## config.mk

```make
export PLATFORM = sky130hd
export DESIGN_NAME = chess_clock_referee
export DESIGN_NICKNAME = d
export VERILOG_FILES = /design/src/rtl/chess_clock_pkg.sv /design/src/rtl/chess_clock_preset.sv /design/src/rtl/chess_clock_referee.sv
export SDC_FILE = /design/constraint.sdc
export NUM_CORES = 1
export LEC_CHECK = 0
export ABC_CLOCK_PERIOD_IN_PS = 2009
export CORE_UTILIZATION = 40
export DETAILED_ROUTE_END_ITERATION = 8
export GPL_TIMING_DRIVEN = 0
export PLACE_DENSITY = 0.77
export SYNTH_ARGS = -nofsm -noshare
export SYNTH_HDL_FRONTEND = slang
export SYNTH_HIERARCHICAL = 1
export SYNTH_SLANG_ARGS = --single-unit
```

## constraint.sdc

```tcl
create_clock -name i_clk -period 2.01 [get_ports i_clk]
set_clock_uncertainty 0.1 [all_clocks]
set_input_delay 0.201 -clock i_clk [delete_from_list [all_inputs] [get_ports i_clk]]
set_output_delay 0.201 -clock i_clk [all_outputs]
set_load 0.1 [all_outputs]
```

## src/rtl/chess_clock_pkg.sv

```systemverilog
// chess_clock_pkg: shared types and constants for the chess clock referee.
//   - chess_state_e : game FSM state encoding (also driven out on o_state)
//   - PresetIdxW    : width of the time-preset index
//   - PresetTable   : 2-digit BCD start values, {tens, ones}
package chess_clock_pkg;

  typedef enum logic [2:0] {
    StIdle  = 3'd0,
    StRunA  = 3'd1,
    StRunB  = 3'd2,
    StOver  = 3'd3,
    StPause = 3'd4
  } chess_state_e;

  localparam int unsigned PresetIdxW = 3;

  // Entries 5..7 are never selected with the default table size; they repeat 05 as a safe value.
  localparam logic [7:0] PresetTable [0:7] = '{
    8'h05, 8'h10, 8'h30, 8'h60, 8'h99, 8'h05, 8'h05, 8'h05
  };

endpackage

```

## src/rtl/chess_clock_preset.sv

```systemverilog
// chess_clock_preset: time-preset selector.
// Holds the preset index, steps it with wrap-around and looks up the BCD start value.
// Ports:
//   i_clk, i_rst   clock, asynchronous active-low reset
//   i_step         advance to next preset this cycle
//   o_changed      strobe, high in the cycle a step is accepted
//   o_init         BCD start value, [1]=tens, [0]=ones (combinational from index)
module chess_clock_preset
  import chess_clock_pkg::*;
#(
  parameter int unsigned p_preset_count   = 5,
  parameter int unsigned p_default_preset = 0
) (
  input  logic            i_clk,
  input  logic            i_rst,
  input  logic            i_step,
  output logic            o_changed,
  output logic [1:0][3:0] o_init
);

  localparam logic [PresetIdxW-1:0] LastIdx  = PresetIdxW'(p_preset_count - 1);
  localparam logic [PresetIdxW-1:0] ResetIdx = PresetIdxW'(p_default_preset);

  logic [PresetIdxW-1:0] r_idx;
  logic [PresetIdxW-1:0] w_idx_next;

  always_comb begin
    w_idx_next = r_idx;
    if (i_step) begin
      w_idx_next = (r_idx == LastIdx) ? '0 : r_idx + 1'b1;
    end
  end

  always_ff @(posedge i_clk or negedge i_rst) begin
    if (!i_rst) begin
      r_idx <= ResetIdx;
    end else begin
      r_idx <= w_idx_next;
    end
  end

  assign o_changed = i_step;
  assign o_init    = PresetTable[r_idx];

endmodule

```

## src/rtl/chess_clock_referee.sv

```systemverilog
// chess_clock_referee: game controller for a two-player chess clock.
// Optional pause support is enabled by defining CHESS_CLOCK_REFEREE_PAUSE_EN.
// Ports:
//   i_clk, i_rst        clock, asynchronous active-low reset
//   i_new               abandon game and reload times (highest priority)
//   i_preset            step to next time preset (IDLE only)
//   i_pause             pause/resume (only with CHESS_CLOCK_REFEREE_PAUSE_EN)
//   i_turn_a/b          player click: that player ends its own move
//   i_zero_a/b          player counter reached 00
//   o_restart           one-cycle pulse: counters reload o_init
//   o_init              BCD start value, [1]=tens, [0]=ones
//   o_stop_a/b          1 = freeze that player's clock
//   o_win_a/b           winner flags, held until i_new or reset
//   o_state             current FSM state
module chess_clock_referee
  import chess_clock_pkg::*;
#(
  parameter int unsigned p_preset_count   = 5,
  parameter int unsigned p_default_preset = 0
) (
  input  logic            i_clk,
  input  logic            i_rst,
  input  logic            i_new,
  input  logic            i_preset,
  input  logic            i_pause,
  input  logic            i_turn_a,
  input  logic            i_turn_b,
  input  logic            i_zero_a,
  input  logic            i_zero_b,
  output logic            o_restart,
  output logic [1:0][3:0] o_init,
  output logic            o_stop_a,
  output logic            o_stop_b,
  output logic            o_win_a,
  output logic            o_win_b,
  output logic [2:0]      o_state
);

  chess_state_e r_state, w_state_d;
  logic r_win_a, r_win_b, w_win_a_d, w_win_b_d;
  logic r_stop_a, r_stop_b, w_stop_a_d, w_stop_b_d;
  logic r_restart, w_restart_d;
  logic r_started;
  logic w_preset_step, w_preset_changed;

`ifdef CHESS_CLOCK_REFEREE_PAUSE_EN
  // Side to move when paused: 0 = A, 1 = B.
  logic r_side, w_side_d;
`else
  logic w_unused_pause;
  assign w_unused_pause = i_pause;
`endif

  // Presets only move while idle, and a simultaneous i_new wins.
  assign w_preset_step = i_preset & ~i_new & (r_state == StIdle);

  chess_clock_preset #(
    .p_preset_count  (p_preset_count),
    .p_default_preset(p_default_preset)
  ) u_preset (
    .i_clk    (i_clk),
    .i_rst    (i_rst),
    .i_step   (w_preset_step),
    .o_changed(w_preset_changed),
    .o_init   (o_init)
  );

  // State register (and registered outputs).
  always_ff @(posedge i_clk or negedge i_rst) begin
    if (!i_rst) begin
      r_state   <= StIdle;
      r_win_a   <= 1'b0;
      r_win_b   <= 1'b0;
      r_stop_a  <= 1'b1;
      r_stop_b  <= 1'b1;
      r_restart <= 1'b0;
      r_started <= 1'b0;
    end else begin
      r_state   <= w_state_d;
      r_win_a   <= w_win_a_d;
      r_win_b   <= w_win_b_d;
      r_stop_a  <= w_stop_a_d;
      r_stop_b  <= w_stop_b_d;
      r_restart <= w_restart_d;
      r_started <= 1'b1;
    end
  end

`ifdef CHESS_CLOCK_REFEREE_PAUSE_EN
  always_ff @(posedge i_clk or negedge i_rst) begin
    if (!i_rst) begin
      r_side <= 1'b0;
    end else begin
      r_side <= w_side_d;
    end
  end
`endif

  // Next-state logic.
  always_comb begin
    w_state_d = r_state;
    w_win_a_d = r_win_a;
    w_win_b_d = r_win_b;
`ifdef CHESS_CLOCK_REFEREE_PAUSE_EN
    w_side_d  = r_side;
`endif
    if (i_new) begin
      w_state_d = StIdle;
      w_win_a_d = 1'b0;
      w_win_b_d = 1'b0;
    end else begin
      case (r_state)
        StIdle: begin
          // Simultaneous clicks are ambiguous and ignored.
          if (i_turn_a && !i_turn_b) begin
            w_state_d = StRunB;
          end else if (i_turn_b && !i_turn_a) begin
            w_state_d = StRunA;
          end
        end
        StRunA: begin
          // Flag fall beats a late click in the same cycle.
          if (i_zero_a) begin
            w_state_d = StOver;
            w_win_b_d = 1'b1;
          end else if (i_turn_a) begin
            w_state_d = StRunB;
`ifdef CHESS_CLOCK_REFEREE_PAUSE_EN
          end else if (i_pause) begin
            w_state_d = StPause;
            w_side_d  = 1'b0;
`endif
          end
        end
        StRunB: begin
          if (i_zero_b) begin
            w_state_d = StOver;
            w_win_a_d = 1'b1;
          end else if (i_turn_b) begin
            w_state_d = StRunA;
`ifdef CHESS_CLOCK_REFEREE_PAUSE_EN
          end else if (i_pause) begin
            w_state_d = StPause;
            w_side_d  = 1'b1;
`endif
          end
        end
        StOver: begin
          w_state_d = StOver;
        end
`ifdef CHESS_CLOCK_REFEREE_PAUSE_EN
        StPause: begin
          if (i_pause) begin
            w_state_d = r_side ? StRunB : StRunA;
          end
        end
`endif
        default: begin
          w_state_d = StIdle;
          w_win_a_d = 1'b0;
          w_win_b_d = 1'b0;
        end
      endcase
    end
  end

  // Output logic: registered outputs follow the next state.
  always_comb begin
    w_stop_a_d  = (w_state_d != StRunA);
    w_stop_b_d  = (w_state_d != StRunB);
    // ~r_started gives the single load pulse right after reset release.
    w_restart_d = i_new | w_preset_changed | ~r_started;
  end

  assign o_state   = r_state;
  assign o_win_a   = r_win_a;
  assign o_win_b   = r_win_b;
  assign o_stop_a  = r_stop_a;
  assign o_stop_b  = r_stop_b;
  assign o_restart = r_restart;

endmodule

```

* After elaboration in Yosys (flattened, before gate mapping)
Memories as Yosys holds them, arrays and structs flattened.
Cells that the tools add are included.
** Word-level totals
- Memory bits (read-only) :: 64
- Register bits after elaboration :: 12
- Output and inout bits :: 16
- Bits of input ports :: 9
- Memories kept :: 1
- Logic and storage cells :: 54
** Operators by class
- Bitwise gates (word level) :: 7
- Equality and inequality tests :: 10
- Muxes and demuxes :: 17
- Reduce and logical (&&, ||, !) cells :: 9
- $lt $le $gt $ge :: 1
- Add/subtract/negate cells :: 1
** Memories
- (no name shown) :: depth 8, bits a word 8, read ports 1, clocked after memory_dff 0, wr ports 0, RTL line chess_clock_preset.sv:43 : assign o_init = PresetTable[r_idx];
** Operators by type and width (number)
- 3-bit two-way mux :: 8
- 8-bit two-way mux :: 2
- 3-bit one-hot mux with 4 select lines :: 1
- 3-bit by 2-bit equality test with 1-bit output, second input constant :: 2
- 3-bit != test, second input constant :: 2
- 3-bit OR reduction :: 2
- 4-bit greater-or-equal comparator, second input constant :: 1
- 1-bit two-way mux :: 4
- 2-bit by 1-bit != test with 1-bit output, second input constant :: 2
- 3-bit NOT with 4-bit output :: 1
- 1-bit one-hot mux with 2 select lines :: 2
- 2-bit AND reduction :: 2
- 3-bit by 1-bit adder with 3-bit output, second input constant :: 1
- 3-bit by 1-bit equality test with 1-bit output, second input constant :: 1
- 3-bit equality test, second input constant :: 1
- 3-bit logical NOT :: 1
- 3-bit by 1-bit != test with 1-bit output, second input constant :: 1
- 3-bit by 2-bit != test with 1-bit output, second input constant :: 1
- 1-bit AND :: 2
- 1-bit logical AND :: 2
- 1-bit logical NOT :: 2
- 1-bit NOT :: 2
- 1-bit bitwise OR :: 2

* Longest topological paths before layout
- Word-level depth :: 7
- Depth in mapped cells :: 5
- Depth with buffers taken out :: 4

* Modules after synthesis
Netlist, hierarchy kept.
** By module, submodules not included
- chess_clock_referee :: area an instance 367.9 µm², cells an instance 35, times used 1, sequential area each 227.7 µm²
- chess_clock_preset :: area an instance 255.2 µm², cells an instance 28, times used 1, sequential area each 75.1 µm²

* Worst setup path before layout
Ideal clock, no wire load.
- Path type :: reg2out
- From :: reg u_preset.r_idx[1]
- To :: out o_init[2] in the netlist's numbering
- Data arrival time :: 2.212 ns
- Data required time :: 1.709 ns
- Cell stages (with the launch flop) :: 5
- Path buffers :: 0
- Path slack :: -0.503 ns
- Cell sequence :: dfrtp_1 -> inv_1 -> ha_1 -> inv_1 -> mux2i_1
** RTL lines
- from (decl) :: RTL line chess_clock_preset.sv:24 : logic [PresetIdxW-1:0] r_idx;
- from (signal assigned) :: RTL line chess_clock_preset.sv:36 : r_idx <= ResetIdx;
- from (signal assigned) :: RTL line chess_clock_preset.sv:38 : r_idx <= w_idx_next;
- to (decl) :: RTL line chess_clock_referee.sv:31 : output logic [1:0][3:0] o_init,

* Final worst setup path
- From :: reg r_stop_b, in the netlist o_stop_b
- To :: out o_stop_b
** RTL lines
- from (decl) :: RTL line chess_clock_referee.sv:41 : logic r_stop_a, r_stop_b, w_stop_a_d, w_stop_b_d;
- from (signal assigned) :: RTL line chess_clock_referee.sv:83 : r_stop_b <= w_stop_b_d;
- to (decl) :: RTL line chess_clock_referee.sv:33 : output logic o_stop_b,
No word-level cell between the ends.

==> reports/qor.yml <==
die_y_um: 41.47
dpl.hpwl_um: 974.4
final-hold-violation-count: 0
synth.avg_cell_area_um2: 9.890
htree_levels: 1
grt_antenna_before_repair: 0
fin_tns_setup_ns: 0
cpPeakStageDelay_ns: 0.84
worstSetupStartpointType: "register"
syn_area_um2: 623.1
r2r_start: "o_state[1]"
num_vias: 518
max_clock_freq_mhz: 514.7
cts.clk_slew.worst_paths_ns: 0.08
clk_path_buf_depth: 2
die_x_um: 41.47
crit_path_top_delay_cell: "dlygate4sd2_1"
drv_cap: 0
cts.sinks: 12
netlist_instances: 63
vias_per_cell: 4.981
cts_tree: "built"
port_buffers: 22
drive_gt1_share_pct: 22.47
grt_pass1_wl_mm: 2.290
r2r_cells: 3
crit_buf_inv: 1
synth.area.top_cells: "dfrtp_1 (40%), dfstp_2 (8.4%), ha_1 (8.0%)"
synth_cell_types: 25
cp.depth: 1
placed_area_um2: 865.8
path_cells: "dlygate4sd2_1"
clk-insertion-delay-late_ns: 0.27
yosys_register_bits: 12
grt_pass1_vias: 510
grt-ovfl-total: 0
path_delay_family: "buffers and inverters"
routed_wirelength_mm: 1.293
arrival_ns: 1.64
antenna_cells: 0
cp.required_ns: 1.71
post-cts-setup-buffer-count: 0
fin_nets: 103
dr.pass1.iters: 4
yosysTopAreaCell: "dfrtp_1"
cts_resized: 35
syn_nets: 76
end_kind: "primary output"
antenna_left: 0
num_io_pins: 25
worst-setup-path-type: "register to primary output"
worstHoldPathType: "input port to asynchronous set/reset pin"
yosysMostFrequentCell: "dfrtp_1"
dieArea_um2: 1720
synth-async-reset-ratio_pct: 100.0
critPathLaunch: "o_stop_b"
cts_buffers: 3
netlist.area_leader.share_pct: 40.16
wire_per_inst_um: 12.43
synthToLayoutAreaGrowth_pct: 39.76
ys_warn_count: 6
num_rows: 13
synthTopCellsByCount: "dfrtp_1 (10), nor2_1 (7), inv_1 (6)"
worstMarginPinSlew_ns: 0.9570
fin_crit_sh_pct: 96.67
yosysSeqAreaShare_pct: 48.59
gp_congestion: 0.8401
start_util_pct: 45.60
cts_hold_buf: 0
final_area_um2: 870.8
setup_viol: 0
status: "complete, no violations"
slew_violations: 0
core-area_um2: 1366
root_buffer: "clkbuf_4"
ys.flop_type: "dfrtp_1"
grt_start_max_net_pins: 13
period_needed_ns: 1.943
synth_edf_count: 0
worstPathMaxFanout: 1
drc: 0
track_usage_pct: 17.89
rsz0062_at_grt: "no"
drt-initial-drc-count: 14
relSlewSlack_pct: 36.45
## through the flow
stage,util (%),worst slack [ns],std cells,hold slack [ns]
2_1_floorplan,-,0.02080,63,-0.1946
6_report,63.74,0.06695,104,0.1750
3_5_place_dp,63.37,-0.4663,100,0.2996
4_1_cts,63.55,0.02307,104,0.1856
5_1_grt,63.74,0.02176,104,0.2116
3_3_place_gp,63.37,-0.3992,100,0.2868
## flip-flops by register name, summed over array words and instances, names as in the netlist
signal,flops
o_restart,1
o_state,3
o_stop_a,1
o_stop_b,1
o_win_a,1
o_win_b,1
r_started,1
u_preset/r_idx,3
## worst register-to-register path: stages, from the launching register on
cell	delay (ns)
dfrtp_1	0.45
or3b_1	0.42
and2_1	0.18
and2_1	0.15
## cells by family after synthesis
kind of cell	Yosys count	synth area share [%]
AO/OA/AOI/OAI	10	12.05
AND/OR/NAND/NOR	23	18.88
flip-flops	12	48.59
adder cells (fa/ha/maj)	4	8.032
other	3	1.807
buffers and inverters	10	9.036
multiplexers	1	1.606
## cell usage in the layout (no fill, tap or decap), types with 2 or more instances in the layout
cell / netlist / routed
clkdlybuf4s50_1: 0 / 7
dfrtp_1: 10 / 10
nor3_1: 3 / 3
nor2_1: 7 / 7
and2_1: 2 / 2
o22ai_1: 2 / 2
nand2b_1: 4 / 4
clkbuf_4: 0 / 5
conb_1: 3 / 3
ha_1: 4 / 4
dlygate4sd2_1: 0 / 8
buf_6: 1 / 3
inv_1: 6 / 6
dfstp_2: 2 / 2
buf_4: 3 / 3
nand2_1: 4 / 4
## metal layers
layer | vias to the layer above | share of wire (%) | GRT usage, %
met2 | 21 | 49 | 28.44
met5 | - | 0 | 0
li1 | 250 | - | -
met1 | 243 | 44 | 21.41
met3 | 4 | 6.2 | 5.652
met4 | 0 | 1.6 | 9.677
## cell type report
| type | count | area (µm²) |
|---|---|---|
| Inverter | 6 | 22.52 |
| Tap cell | 15 | 18.77 |
| Clock buffer | 4 | 26.28 |
| Timing Repair Buffer | 22 | 198.9 |
| Fill cell | 136 | 495.5 |
| Multi-Input combinational cell | 41 | 267.8 |
| Buffer | 4 | 33.78 |
| Sequential cell | 12 | 302.8 |
## worst paths after layout
path                                   end  slack (ns)
worst max-delay path              o_stop_b        0.07
worst min-delay path               o_win_b        0.17
worst max register to register  o_state[0]        0.61
worst min register to register   o_restart        0.30
max in group asynchronous         o_stop_b        1.27
min in group i_clk               o_restart        0.30
Power is not shown: default switching activity piles up to over one toggle a cycle in this logic, so the estimate is an artifact.
